**config.mk**
```make
export PLATFORM = sky130hd
export DESIGN_NAME = dtl_rect_fill
export DESIGN_NICKNAME = d
export VERILOG_FILES = /design/src/rtl/dtl_rect_fill.sv
export SDC_FILE = /design/constraint.sdc
export NUM_CORES = 1
export LEC_CHECK = 0
export BUFFER_PORTS_ARGS = -buffer_cell sky130_fd_sc_hd__buf_4
export CORE_MARGIN = 2
export CORE_UTILIZATION = 23
export DETAILED_ROUTE_END_ITERATION = 16
export PLACE_DENSITY = 0.45
export SETUP_SLACK_MARGIN = 0.02
export SLEW_MARGIN = 15
export SYNTH_ARGS = -nofsm -noshare
export SYNTH_HDL_FRONTEND = slang
export SYNTH_SLANG_ARGS = --single-unit
```
**constraint.sdc**
```tcl
create_clock -name iClk -period 4.32 [get_ports iClk]
set_clock_uncertainty 0.2 [all_clocks]
set_input_delay 0.432 -clock iClk [delete_from_list [all_inputs] [get_ports iClk]]
set_output_delay 0.432 -clock iClk [all_outputs]
set_load 0.03 [all_outputs]
```
**src/rtl/dtl_rect_fill.sv**
```systemverilog
// dtl_rect_fill: DTL write master that fills an axis-aligned rectangle of the
// 320x240x8 framebuffer with a constant colour, one pixel per DTL word.
// Each row is split into write bursts of at most MAX_BURST words.
// Optional clipping to the visible framebuffer: define DTL_RECT_FILL_CLIP_EN.
//
// Handshake rules: a transfer happens on a rising edge where valid and its
// accept are both high; a valid, once raised, holds itself and all qualifying
// fields stable until that edge. oFill_Accept is a ready that is only raised
// in IDLE; a fill command is taken on an edge with iFill_Valid && oFill_Accept.
// Command and data phases never overlap.
module dtl_rect_fill #(
    parameter int INTERFACE_WIDTH       = 32,
    parameter int INTERFACE_ADDR_WIDTH  = 32,
    parameter int INTERFACE_BLOCK_WIDTH = 5,
    parameter int DISPLAY_RES_X         = 320,
    parameter int DISPLAY_RES_Y         = 240,
    parameter logic [INTERFACE_ADDR_WIDTH-1:0] BASE_ADDRESS = '0,
    // Must be in 1..2**INTERFACE_BLOCK_WIDTH.
    parameter int MAX_BURST             = 16
) (
    input  logic                               iClk,
    input  logic                               iReset,
    input  logic                               iFill_Valid,
    output logic                               oFill_Accept,
    input  logic [8:0]                         iFill_X,
    input  logic [7:0]                         iFill_Y,
    input  logic [9:0]                         iFill_W,
    input  logic [8:0]                         iFill_H,
    input  logic [7:0]                         iFill_Colour,
    output logic                               oBusy,
    output logic                               oDone,
    output logic                               oDTL_CommandValid,
    input  logic                               iDTL_CommandAccept,
    output logic [INTERFACE_ADDR_WIDTH-1:0]    oDTL_Address,
    output logic                               oDTL_CommandReadWrite,
    output logic [INTERFACE_BLOCK_WIDTH-1:0]   oDTL_BlockSize,
    output logic                               oDTL_WriteValid,
    output logic                               oDTL_WriteLast,
    input  logic                               iDTL_WriteAccept,
    output logic [INTERFACE_WIDTH/8-1:0]       oDTL_WriteEnable,
    output logic [INTERFACE_WIDTH-1:0]         oDTL_WriteData,
    output logic [2:0]                         oDebug_State
);

    localparam int AW    = INTERFACE_ADDR_WIDTH;
    localparam int BW    = INTERFACE_BLOCK_WIDTH;
    localparam int BYTES = INTERFACE_WIDTH / 8;
    localparam int LW    = $clog2(MAX_BURST + 1);

    localparam logic [9:0] MAX_BURST_10 = 10'(MAX_BURST);

    typedef enum logic [2:0] {
        S_IDLE = 3'd0,
        S_CMD  = 3'd1,
        S_DATA = 3'd2,
        S_NEXT = 3'd3,
        S_DONE = 3'd4
    } state_t;

    state_t      state;

    // Working registers. Row/column are wide enough for unclipped
    // rectangles that run past the framebuffer edge.
    logic [8:0]  x_start;
    logic [9:0]  width;
    logic [9:0]  row;
    logic [10:0] col;
    logic [9:0]  remaining;
    logic [8:0]  rows_left;
    logic [LW-1:0] len;
    logic [LW-1:0] beat;

    // Effective rectangle seen in IDLE (after optional clipping).
    logic [9:0]  eff_w;
    logic [8:0]  eff_h;
    logic        empty;

    // Values for the burst that follows the one just finished.
    logic [9:0]  nxt_rem;
    logic [10:0] nxt_col;
    logic [9:0]  nxt_row;

    assign oDTL_CommandReadWrite = 1'b1;
    assign oDebug_State          = state;

    // Burst length for a given number of pixels still to write in the row.
    function automatic logic [LW-1:0] burst_len(input logic [9:0] rem);
        if (rem > MAX_BURST_10)
            return LW'(MAX_BURST);
        else
            return LW'(rem);
    endfunction

    // Byte address of pixel (r, c), wrapping at the address width.
    function automatic logic [AW-1:0] pixel_addr(input logic [9:0] r,
                                                 input logic [10:0] c);
        return BASE_ADDRESS
             + (AW'(r) * AW'(DISPLAY_RES_X) + AW'(c)) * AW'(BYTES);
    endfunction

`ifdef DTL_RECT_FILL_CLIP_EN
    localparam logic [9:0] RES_X_10 = 10'(DISPLAY_RES_X);
    localparam logic [8:0] RES_Y_9  = 9'(DISPLAY_RES_Y);

    logic [9:0] x_room;
    logic [8:0] y_room;

    // Clip the incoming rectangle to the visible framebuffer.
    always_comb begin
        x_room = RES_X_10 - {1'b0, iFill_X};
        y_room = RES_Y_9 - {1'b0, iFill_Y};
        eff_w  = (iFill_W > x_room) ? x_room : iFill_W;
        eff_h  = (iFill_H > y_room) ? y_room : iFill_H;
        empty  = ({1'b0, iFill_X} >= RES_X_10) || ({1'b0, iFill_Y} >= RES_Y_9)
              || (eff_w == '0) || (eff_h == '0);
    end
`else
    // No clipping: the caller keeps the rectangle inside the framebuffer.
    always_comb begin
        eff_w = iFill_W;
        eff_h = iFill_H;
        empty = (iFill_W == '0) || (iFill_H == '0);
    end
`endif

    // Position and length bookkeeping for the burst after the current one.
    always_comb begin
        nxt_rem = remaining - 10'(len);
        nxt_col = col + 11'(len);
        nxt_row = row + 10'd1;
    end

    // Control FSM; every output is registered alongside the state.
    always_ff @(posedge iClk) begin
        if (iReset) begin
            state             <= S_IDLE;
            oFill_Accept      <= 1'b0;
            oBusy             <= 1'b0;
            oDone             <= 1'b0;
            oDTL_CommandValid <= 1'b0;
            oDTL_Address      <= '0;
            oDTL_BlockSize    <= '0;
            oDTL_WriteValid   <= 1'b0;
            oDTL_WriteLast    <= 1'b0;
            oDTL_WriteEnable  <= '0;
            oDTL_WriteData    <= '0;
            x_start           <= '0;
            width             <= '0;
            row               <= '0;
            col               <= '0;
            remaining         <= '0;
            rows_left         <= '0;
            len               <= '0;
            beat              <= '0;
        end else begin
            case (state)
                S_IDLE: begin
                    oFill_Accept <= 1'b1;
                    if (iFill_Valid && oFill_Accept) begin
                        oFill_Accept   <= 1'b0;
                        oBusy          <= 1'b1;
                        oDTL_WriteData <= {{(INTERFACE_WIDTH-8){1'b0}}, iFill_Colour};
                        x_start        <= iFill_X;
                        width          <= eff_w;
                        row            <= {2'b00, iFill_Y};
                        col            <= {2'b00, iFill_X};
                        remaining      <= eff_w;
                        rows_left      <= eff_h;
                        if (empty) begin
                            state <= S_DONE;
                            oDone <= 1'b1;
                        end else begin
                            state             <= S_CMD;
                            oDTL_CommandValid <= 1'b1;
                            oDTL_Address      <= pixel_addr({2'b00, iFill_Y}, {2'b00, iFill_X});
                            len               <= burst_len(eff_w);
                            oDTL_BlockSize    <= BW'(burst_len(eff_w) - LW'(1));
                        end
                    end
                end

                S_CMD: begin
                    if (iDTL_CommandAccept) begin
                        state             <= S_DATA;
                        oDTL_CommandValid <= 1'b0;
                        oDTL_WriteValid   <= 1'b1;
                        oDTL_WriteEnable  <= '1;
                        oDTL_WriteLast    <= (len == LW'(1));
                        beat              <= '0;
                    end
                end

                S_DATA: begin
                    if (iDTL_WriteAccept) begin
                        if (beat == len - LW'(1)) begin
                            state            <= S_NEXT;
                            oDTL_WriteValid  <= 1'b0;
                            oDTL_WriteLast   <= 1'b0;
                            oDTL_WriteEnable <= '0;
                        end else begin
                            beat           <= beat + LW'(1);
                            oDTL_WriteLast <= ((beat + LW'(1)) == (len - LW'(1)));
                        end
                    end
                end

                S_NEXT: begin
                    if (nxt_rem != '0) begin
                        // More of the current row to write.
                        state             <= S_CMD;
                        remaining         <= nxt_rem;
                        col               <= nxt_col;
                        oDTL_CommandValid <= 1'b1;
                        oDTL_Address      <= pixel_addr(row, nxt_col);
                        len               <= burst_len(nxt_rem);
                        oDTL_BlockSize    <= BW'(burst_len(nxt_rem) - LW'(1));
                    end else if (rows_left == 9'd1) begin
                        state <= S_DONE;
                        oDone <= 1'b1;
                    end else begin
                        // Start the next row from the left edge.
                        state             <= S_CMD;
                        rows_left         <= rows_left - 9'd1;
                        row               <= nxt_row;
                        col               <= {2'b00, x_start};
                        remaining         <= width;
                        oDTL_CommandValid <= 1'b1;
                        oDTL_Address      <= pixel_addr(nxt_row, {2'b00, x_start});
                        len               <= burst_len(width);
                        oDTL_BlockSize    <= BW'(burst_len(width) - LW'(1));
                    end
                end

                S_DONE: begin
                    state        <= S_IDLE;
                    oDone        <= 1'b0;
                    oBusy        <= 1'b0;
                    oFill_Accept <= 1'b1;
                end

                default: begin
                    state <= S_IDLE;
                end
            endcase
        end
    end

endmodule

```
* After elaboration in Yosys (flattened, before gate mapping)
Index checks and enable logic that the tools add are counted.
** Storage, ports and cells
- Register bits after elaboration :: 127
- Input bits :: 49
- Output and inout bits :: 83
- Word-level logic and storage cells :: 159
** Operators by class
- Add/sub/neg operators :: 12
- $mul :: 3
- Order comparisons :: 3
- Equality and inequality tests :: 19
- Muxes and demuxes :: 81
- Reductions and logical operators :: 22
** Operators with widths (count)
- 2-to-1 mux 32 bit :: 4
- 2-to-1 mux 5 bit :: 22
- case mux 32 bit (2 select lines) :: 1
- 2-to-1 mux 10 bit :: 6
- case mux 10 bit (2 select lines) :: 2
- 2-to-1 mux 11 bit :: 3
- greater-than comparator 10 x 5 -> 1 bit (second input constant) :: 3
- case mux 5 bit (2 select lines) :: 3
- 2-to-1 mux 9 bit :: 3
- multiplier 10 x 3 -> 13 bit (second input constant) :: 2
- case mux 11 bit (2 select lines) :: 1
- 2-to-1 mux 3 bit :: 7
- adder 19 x 11 -> 20 bit :: 1
- adder 19 x 9 -> 20 bit :: 1
- inequality test 2 bit (second input constant) :: 10
- AND reduction 4 bit :: 5
- subtractor 5 x 1 -> 5 bit (second input constant) :: 4
- adder 17 x 9 -> 18 bit :: 1
- case mux 9 bit (2 select lines) :: 1
- 2-to-1 mux 1 bit :: 17
- 2-to-1 mux 4 bit :: 3
- case mux 3 bit (4 select lines) :: 1
- adder 11 x 5 -> 11 bit :: 1
- multiplier 8 x 3 -> 11 bit (second input constant) :: 1
- other kinds (25) :: 37

* Logic depth before layout (Yosys ltp)
Gate-level depths: netlist of the first run.
- Word-level depth :: 10
- Gate-level depth with buffers :: 18
- Gate-level depth less buffers :: 18

* Worst setup path before layout of the first run
OpenSTA, ideal clock, no wires.
- Kind :: reg-to-reg
- From :: register row[0]
- To :: register oDTL_Address[20]
- Setup time :: 0.101 ns
- Arrival :: 3.581 ns
- Required time :: 4.019 ns
- Slack :: 0.438 ns
- Cell stages (with the launch flop) :: 14
- Buffers on the path :: 0
- Clock period less this slack :: 3.882 ns
- Cells stage by stage :: dfxtp_1 > ha_1 > and3_1 > xor2_1 > ha_1 > fa_1 > a211oi_1 > nor3b_1 > o311ai_1 > o311ai_1 > or4_1 > a211oi_1 > nor2_1 > o41ai_1
** On the way
- Cells in the longest elaborated chain, start to end :: 6
- Elaborated cells on any way between the ends :: 8
- Classes of those cells :: add/sub: 3; mul: 2; mux: 3
** RTL lines
- from (decl) :: line 66 : logic [9:0] row;
- from (signal assigned) :: line 165 : row <= {2'b00, iFill_Y};
- from (signal assigned) :: line 224 : row <= nxt_row;
- adder 10 x 1 -> 10 bit :: line 130 : nxt_row = row + 10'd1;
- multiplier 10 x 3 -> 13 bit :: line 98 : + (AW'(r) * AW'(DISPLAY_RES_X) + AW'(c)) * AW'(BYTES);
- adder 19 x 9 -> 20 bit :: line 98
- 2-to-1 mux 32 bit :: line 217 : end else if (rows_left == 9'd1) begin
- 2-to-1 mux 32 bit * :: line 208 : if (nxt_rem != '0) begin
- case mux 32 bit (2 select lines) * :: line 156 : case (state)
- to (signal assigned) :: line 175 : oDTL_Address <= pixel_addr({2'b00, iFill_Y}, {2'b00, iFill_X});
- to (signal assigned) :: line 214 : oDTL_Address <= pixel_addr(row, nxt_col);
- to (signal assigned) :: line 228 : oDTL_Address <= pixel_addr(nxt_row, {2'b00, x_start});
- to (decl) :: line 34 : output logic [INTERFACE_ADDR_WIDTH-1:0] oDTL_Address,
Every way passes the cells marked *; elsewhere a longest branch is shown, timed or not. The select of a mux whose other input is x is not followed.
A chain may end at the register's enable or synchronous reset.

* Worst setup path after layout of the first run
- From :: register row[1]
- To :: register oDTL_Address[18]
The elaborated chain is that of the path after synthesis.

==> impl_metrics.ini, run 1 <==
[run_status]
status = completed

[setup_path]
worstPathArrival_ns = 4.01
worstReg2RegStart = row[1]
max_stage_delay_ns = 0.52
critPathLaunchType = register
r2r-end = oDTL_Address[18]
rr_worst_depth = 13
regToRegSetupSlack_ns = 0.33
crit_required_ns = 4.34
path_max_fanout = 4
worstSetupEndpointType = register
cp-startpoint = row[1]
path_class = register to register
cpMaxStageDelayCell = or4_1
path_cells = ha_1, and3_1, xor2_1, ha_1, fa_1, a211oi_2, nor3b_1, o311ai_1, o311ai_1, or4_1, a211oi_2, a211o_1, a21oi_1

[synthesis]
synthCells = 1120
synth_area_per_cell_sq_um = 7.77
synth_area_leader_cell = dfxtp_1
postSynth.topFlopCell = dfxtp_1
yosysSeqAreaShare_pct = 25.5
yosysWarnings = 0
synth_edf_count = 0
synth-seq-cells = 111
synth_top_area_share_pct = 25.5
synthArstFlopShare_pct = 0
ys_types = 77
yosys-top-cells-area = dfxtp_1 (26%), ha_1 (10%), nand2_1 (6.5%), a21oi_1 (6.3%), nor2_1 (4.9%)
synth_area_sq_um = 8700

[sta]
finalCritPeriodShare_pct = 92.3
relSlewSlack_pct = 44.2
finalCriticalPeriod_ns = 3.99
rsz0062_at_grt = false
worstMarginPinSlew_ns = 0.837
final-setup-viol-count = 0
worst_slack_ns = 0.333
maxSlewViolCount = 0
fmax_mhz = 251
setup_tns_ns = 0
hold_violations = 0

[global_route]
grt_max_degree = 70
grt_overflow = 0
grt_pass1_vias = 7684
grt_pass1_wl_um = 43900
antenna_found_initial = 0
grt_use_total_pct = 14.3

[cells_and_area]
final_cell_mix = nand2_1 (149), buf_4 (131), nor2_1 (112), dfxtp_1 (111), a21oi_1 (108)
drive_gt1_share_pct = 15.1
fin_area_sq_um = 10300
final_common_cell = nand2_1
fin_nets = 1331
insertedDiodeCount = 0
final_util_pct = 27.4
area_delta_synth_final_pct = 17.9

[clock_network]
cts_setup_buffers = 0
hold_buffers = 0
htreeDepth = 3
insertion_delay_ns = 0.37
numCtsBuffers = 9
path_clk_slew_ns = 0.08
cts_tree = yes
ctsResizeCount = 0
clkSinkCount = 111
cts_max_path_buffers = 2
cts_root_buf = clkbuf_16

[detailed_routing]
wl_per_cell_um = 16.5
viasPerCell = 4.76
drt_iter0_drc = 630
vias = 8192
drt-pass1-iter-count = 5
routed_wirelength_um = 28300
drc_errors = 0
antenna_left = 0

[flow_run]
cap_violations = 0

[pwr]
p_leak_nw = 4.28
pwr_density_cell_nw_per_um2 = 368
ir_drop_v = 0.000183
p_total_w = 0.00377

[floorplan]
die_area_sq_um = 39400
core-area_sq_um = 37500
rows = 71
die_y_um = 199
initial_core_util_pct = 23.2
die_width_um = 199
pin_count = 132

[min_path]
hold_depth = 3
holdPathEnd = oDTL_WriteData[5]
min_from = iFill_Colour[5]
hp-class = primary input to register

[placed_design]
place_area_sq_um = 9930
post-place-ws_ns = 0.250
gp_congestion = 0.811
dp_hpwl_um = 21000
numPortBuffers = 94
layer usage:
layer  vias up  track usage [%]  share of wire [%]
met1      3907             19.9                 49
met5         -                0                  0
met2       177             23.2                 46
met4         0             2.54               0.83
met3         9             2.78                4.5
li1       4099                -                  -
kinds of logic (layout without fill, tap and decap cells):
group                    after synthesis  in the layout  share of synthesized area [%]
AND/OR/NAND/NOR                      424            424                           23.1
AO/OA/AOI/OAI                        296            296                           22.9
buffers and inverters                125            179                           7.75
flip-flops                           111            111                           25.5
adder cells (fa/ha/maj)               78             78                           11.9
XOR/XNOR                              76             76                           7.73
multiplexers                           8              8                          0.978
other                                  2             37                         0.0863
registers in the layout (all words and copies together), names as in the netlist:
name,count
beat,5
col,11
len,5
oBusy,1
oDTL_Address,20
oDTL_BlockSize,5
oDTL_CommandValid,1
oDTL_WriteData,8
oDTL_WriteEnable,1
oDTL_WriteLast,1
oDebug_State,3
oDone,1
oFill_Accept,1
remaining,10
row,10
rows_left,9
width,10
x_start,9
per-stage QoR:
step,std cells,hold WS (ns)
final,1720,0.106
after global routing,1720,0.0978
after CTS,1720,0.0940
after detailed placement,1704,0.247
after global placement,1704,0.242
after floorplan,1155,0.236
synthesized netlist by cell type (13+ instances only):
cell type and n:
a211o_1 16, a211oi_1 19, a21o_1 13, a21oi_1 110
buf_4 41, clkbuf_1 36, dfxtp_1 111, ha_1 70
inv_1 31, nand2_1 150, nand3_1 33, nor2_1 113
nor3_1 26, nor3b_1 13, o21ai_0 40, xnor2_1 43
xor2_1 32
area by class of cell:
type | count | area, sq um
Fill cell | 4159 | 27200
Multi-Input combinational cell | 919 | 5990
Sequential cell | 111 | 2220
Timing Repair Buffer | 132 | 1000
Tap cell | 511 | 639
Clock buffer | 10 | 239
Inverter | 31 | 116
Clock inverter | 6 | 48.8
how the worst max path moves through the flow:
stage                        to  slack, ns  cells past startpoint
2_1_floorplan  oDTL_Address[20]       0.44                     13
3_3_place_gp   oDTL_Address[18]       0.32                     15
3_5_place_dp   oDTL_Address[18]       0.25                     14
4_1_cts        oDTL_Address[18]       0.21                     14
5_1_grt        oDTL_Address[16]      0.007                     18
6_report       oDTL_Address[18]       0.33                     13
critical path: cells and delay by family, from the launching register on:
family | cells | cell delay (ns)
adder cells (fa/ha/maj) | 3 | 1.01
XOR/XNOR | 1 | 0.24
AND/OR/NAND/NOR | 3 | 0.86
AO/OA/AOI/OAI | 6 | 1.17
flip-flops | 1 | 0.34
power breakdown:
part	internal [W]	total, W	switching [W]
Combinational	0.000608	0.00168	0.00107
Clock	0.000417	0.000864	0.000448
Sequential	0.00112	0.00123	0.000102
Total	0.00215	0.00377	0.00162
(Power assumes the default switching activity.)
==> run 2, diff against run 1 <==
- ABC_AREA: default -> 1
- MAX_ROUTING_LAYER: default -> met4
==> impl_metrics.ini, run 2 <==
[pwr]
p_leak_nw = 4.63
ir_drop_v = 0.000284
pwr_density_cell_nw_per_um2 = 803
p_total_w = 0.00797

[clock_network]
clkSinkCount = 111
numCtsBuffers = 9
cts_setup_buffers = 0
cts_tree = yes
insertion_delay_ns = 0.37
cts_max_path_buffers = 2
htreeDepth = 3
cts_root_buf = clkbuf_16
path_clk_slew_ns = 0.09

[cells_and_area]
final_cell_mix = nand2_1 (206), o21ai_0 (141), nor2_1 (137), inv_1 (132), a21oi_1 (112)
final_common_cell = nand2_1
top_register = oDTL_Address
largest_register_ffs = 20
area_delta_synth_final_pct = 15.3
final-instance-count-excl-fill = 1805
reg_top3 = oDTL_Address (20), col (11)
fillers = 4094
insertedDiodeCount = 0
drive_gt1_share_pct = 12.8
fin_nets = 1459
final_util_pct = 27.0

[sta]
finalCritPeriodShare_pct = 88.2
worstMarginPinSlew_ns = 1.02
setup_tns_ns = 0
relSlewSlack_pct = 31.7
fmax_mhz = 262
finalCriticalPeriod_ns = 3.81
rsz0062_at_grt = false
final-setup-viol-count = 0
maxSlewViolCount = 0
worst_slack_ns = 0.508
hold_violations = 0

[global_route]
grt_pass1_vias = 7968
grt_use_total_pct = 14.4
grt_overflow = 0
antenna_found_initial = 0
grt_pass1_wl_um = 43000
grt_max_degree = 63

[detailed_routing]
drc_errors = 0
wl_per_cell_um = 14.9
routed-wl-met2_um = 11600
routed_wirelength_um = 26900
m1WireLength_um = 13800
drt-pass1-iter-count = 5
dr_wl_met3_um = 1130
drt_iter0_drc = 483
viasPerCell = 4.50
top_layer = met4
vias = 8125
antenna_left = 0

[setup_path]
path_max_fanout = 5
worstSetupEndpointType = register
rr_worst_depth = 22
cp-startpoint = len[0]
worstPathArrival_ns = 3.91
worstReg2RegStart = len[0]
crit_required_ns = 4.41
path_class = register to register
critPathLaunchType = register

[synthesis]
synth.most_common_cell = nand2_1
ys_top_cells_by_count = nand2_1 (206), o21ai_0 (143), nor2_1 (139)
synth_area_per_cell_sq_um = 6.80
synth_area_sq_um = 8600
synth_edf_count = 0
yosysSeqAreaShare_pct = 25.8
synth_area_leader_cell = dfxtp_1
yosys-top-cells-area = dfxtp_1 (26%), ha_1 (10%), nand2_1 (9.0%), o21ai_0 (8.3%), a21oi_1 (6.5%)
synth-seq-cells = 111
synth_top_area_share_pct = 25.8
ys_types = 47
yosysWarnings = 0
synthArstFlopShare_pct = 0
postSynth.topFlopCell = dfxtp_1
synthCells = 1264

[floorplan]
die_width_um = 197
rows = 70
initial_core_util_pct = 23.4
pin_count = 132
core-area_sq_um = 36700
die_area_sq_um = 39000
die_y_um = 197

[min_path]
hold_depth = 3
hp-class = primary input to register
min_from = iFill_Colour[2]

[placed_design]
dp_hpwl_um = 20300
numPortBuffers = 94
place_inst = 1789
post-place-ws_ns = 0.334
gp_congestion = 0.829

[flow_run]
cap_violations = 0

[run_status]
status = completed
==> run 2: changes by cell type in the layout (fill, tap and decap cells not counted), sizes merged, moves of 13 or more <==
cell and change:
inv +107, o21ai +102, nand2 +63, nand3 +41, xnor2 -30, nor2 +29, buf -26, a211o -17
a211oi -15, nor3b -13
==> run 2: kinds of logic (layout without fill, tap and decap cells) <==
| family | after synthesis | in the layout | synth area share [%] |
|---|---|---|---|
| simple gates | 486 | 486 | 24.8 |
| compound gates | 306 | 306 | 19.3 |
| buf+inv | 224 | 262 | 12.1 |
| flops | 111 | 111 | 25.8 |
| fa+ha+maj | 78 | 78 | 12.0 |
| xor+xnor | 57 | 57 | 5.80 |
| other cells | 2 | 37 | 0.0873 |
==> run 2: worst max-delay path: stages (launching register included) <==
cell     delay (ns)
dfxtp_1        0.34
ha_1           0.21
fa_1           0.41
nand3_1        0.12
nand2_1        0.06
nand2_1        0.08
nand2_1        0.05
nand2_1        0.12
nor3_2         0.07
xor2_1         0.19
inv_1          0.08
ha_1           0.37
a21o_1         0.16
nand2_1        0.05
nand3_1        0.11
nand2_1        0.11
nor3_1         0.36
nand3_1        0.18
o21ai_0        0.17
nand3_1        0.08
nand2_1        0.07
nand2_1        0.05
a21oi_1        0.10
==> run 2: final cells by class <==
class	instances	area (sq um)	area share, %
Multi-Input combinational cell	964	5490	55.4
Sequential cell	111	2220	22.4
Timing Repair Buffer	106	796	8.03
Tap cell	468	586	5.91
Inverter	140	526	5.30
Clock buffer	11	253	2.55
Clock inverter	5	38.8	0.391
==> run 2: final timing paths <==
check	endpoint	slack (ns)
worst max-delay path	oDTL_Address[19]	0.51
worst min-delay path	oDTL_WriteData[2]	0.09
worst max register to register	oDTL_Address[19]	0.51
worst min register to register	oDTL_Address[21]	0.24
==> run 2: per-layer routing <==
metal / vias to the layer above / track usage (%)
li1: 4246 / -
met1: 3690 / 20.0
met2: 175 / 22.3
met3: 14 / 2.12
met4: 0 / 3.06
met5: - / -
==> run 2: repair_timing <==
item / CTS / global route
hold buffers: 0 / 0
endpoints found under the setup margin: 0 / 3
gates resized for setup: 0 / 5
hold endpoints to repair: 0 / 0
==> run 2: power by group <==
group	internal (W)	switching [W]
registers	0.00143	0.000350
logic	0.00180	0.00352
clock network	0.000429	0.000437
==> run 2: metrics by stage <==
stage	cell area (sq um)	hold WS [ns]
6_report	9910	0.0863
2_1_floorplan	8730	0.244
3_5_place_dp	9610	0.234
3_3_place_gp	9610	0.234
4_1_cts	9900	0.0661
5_1_grt	9910	0.0928
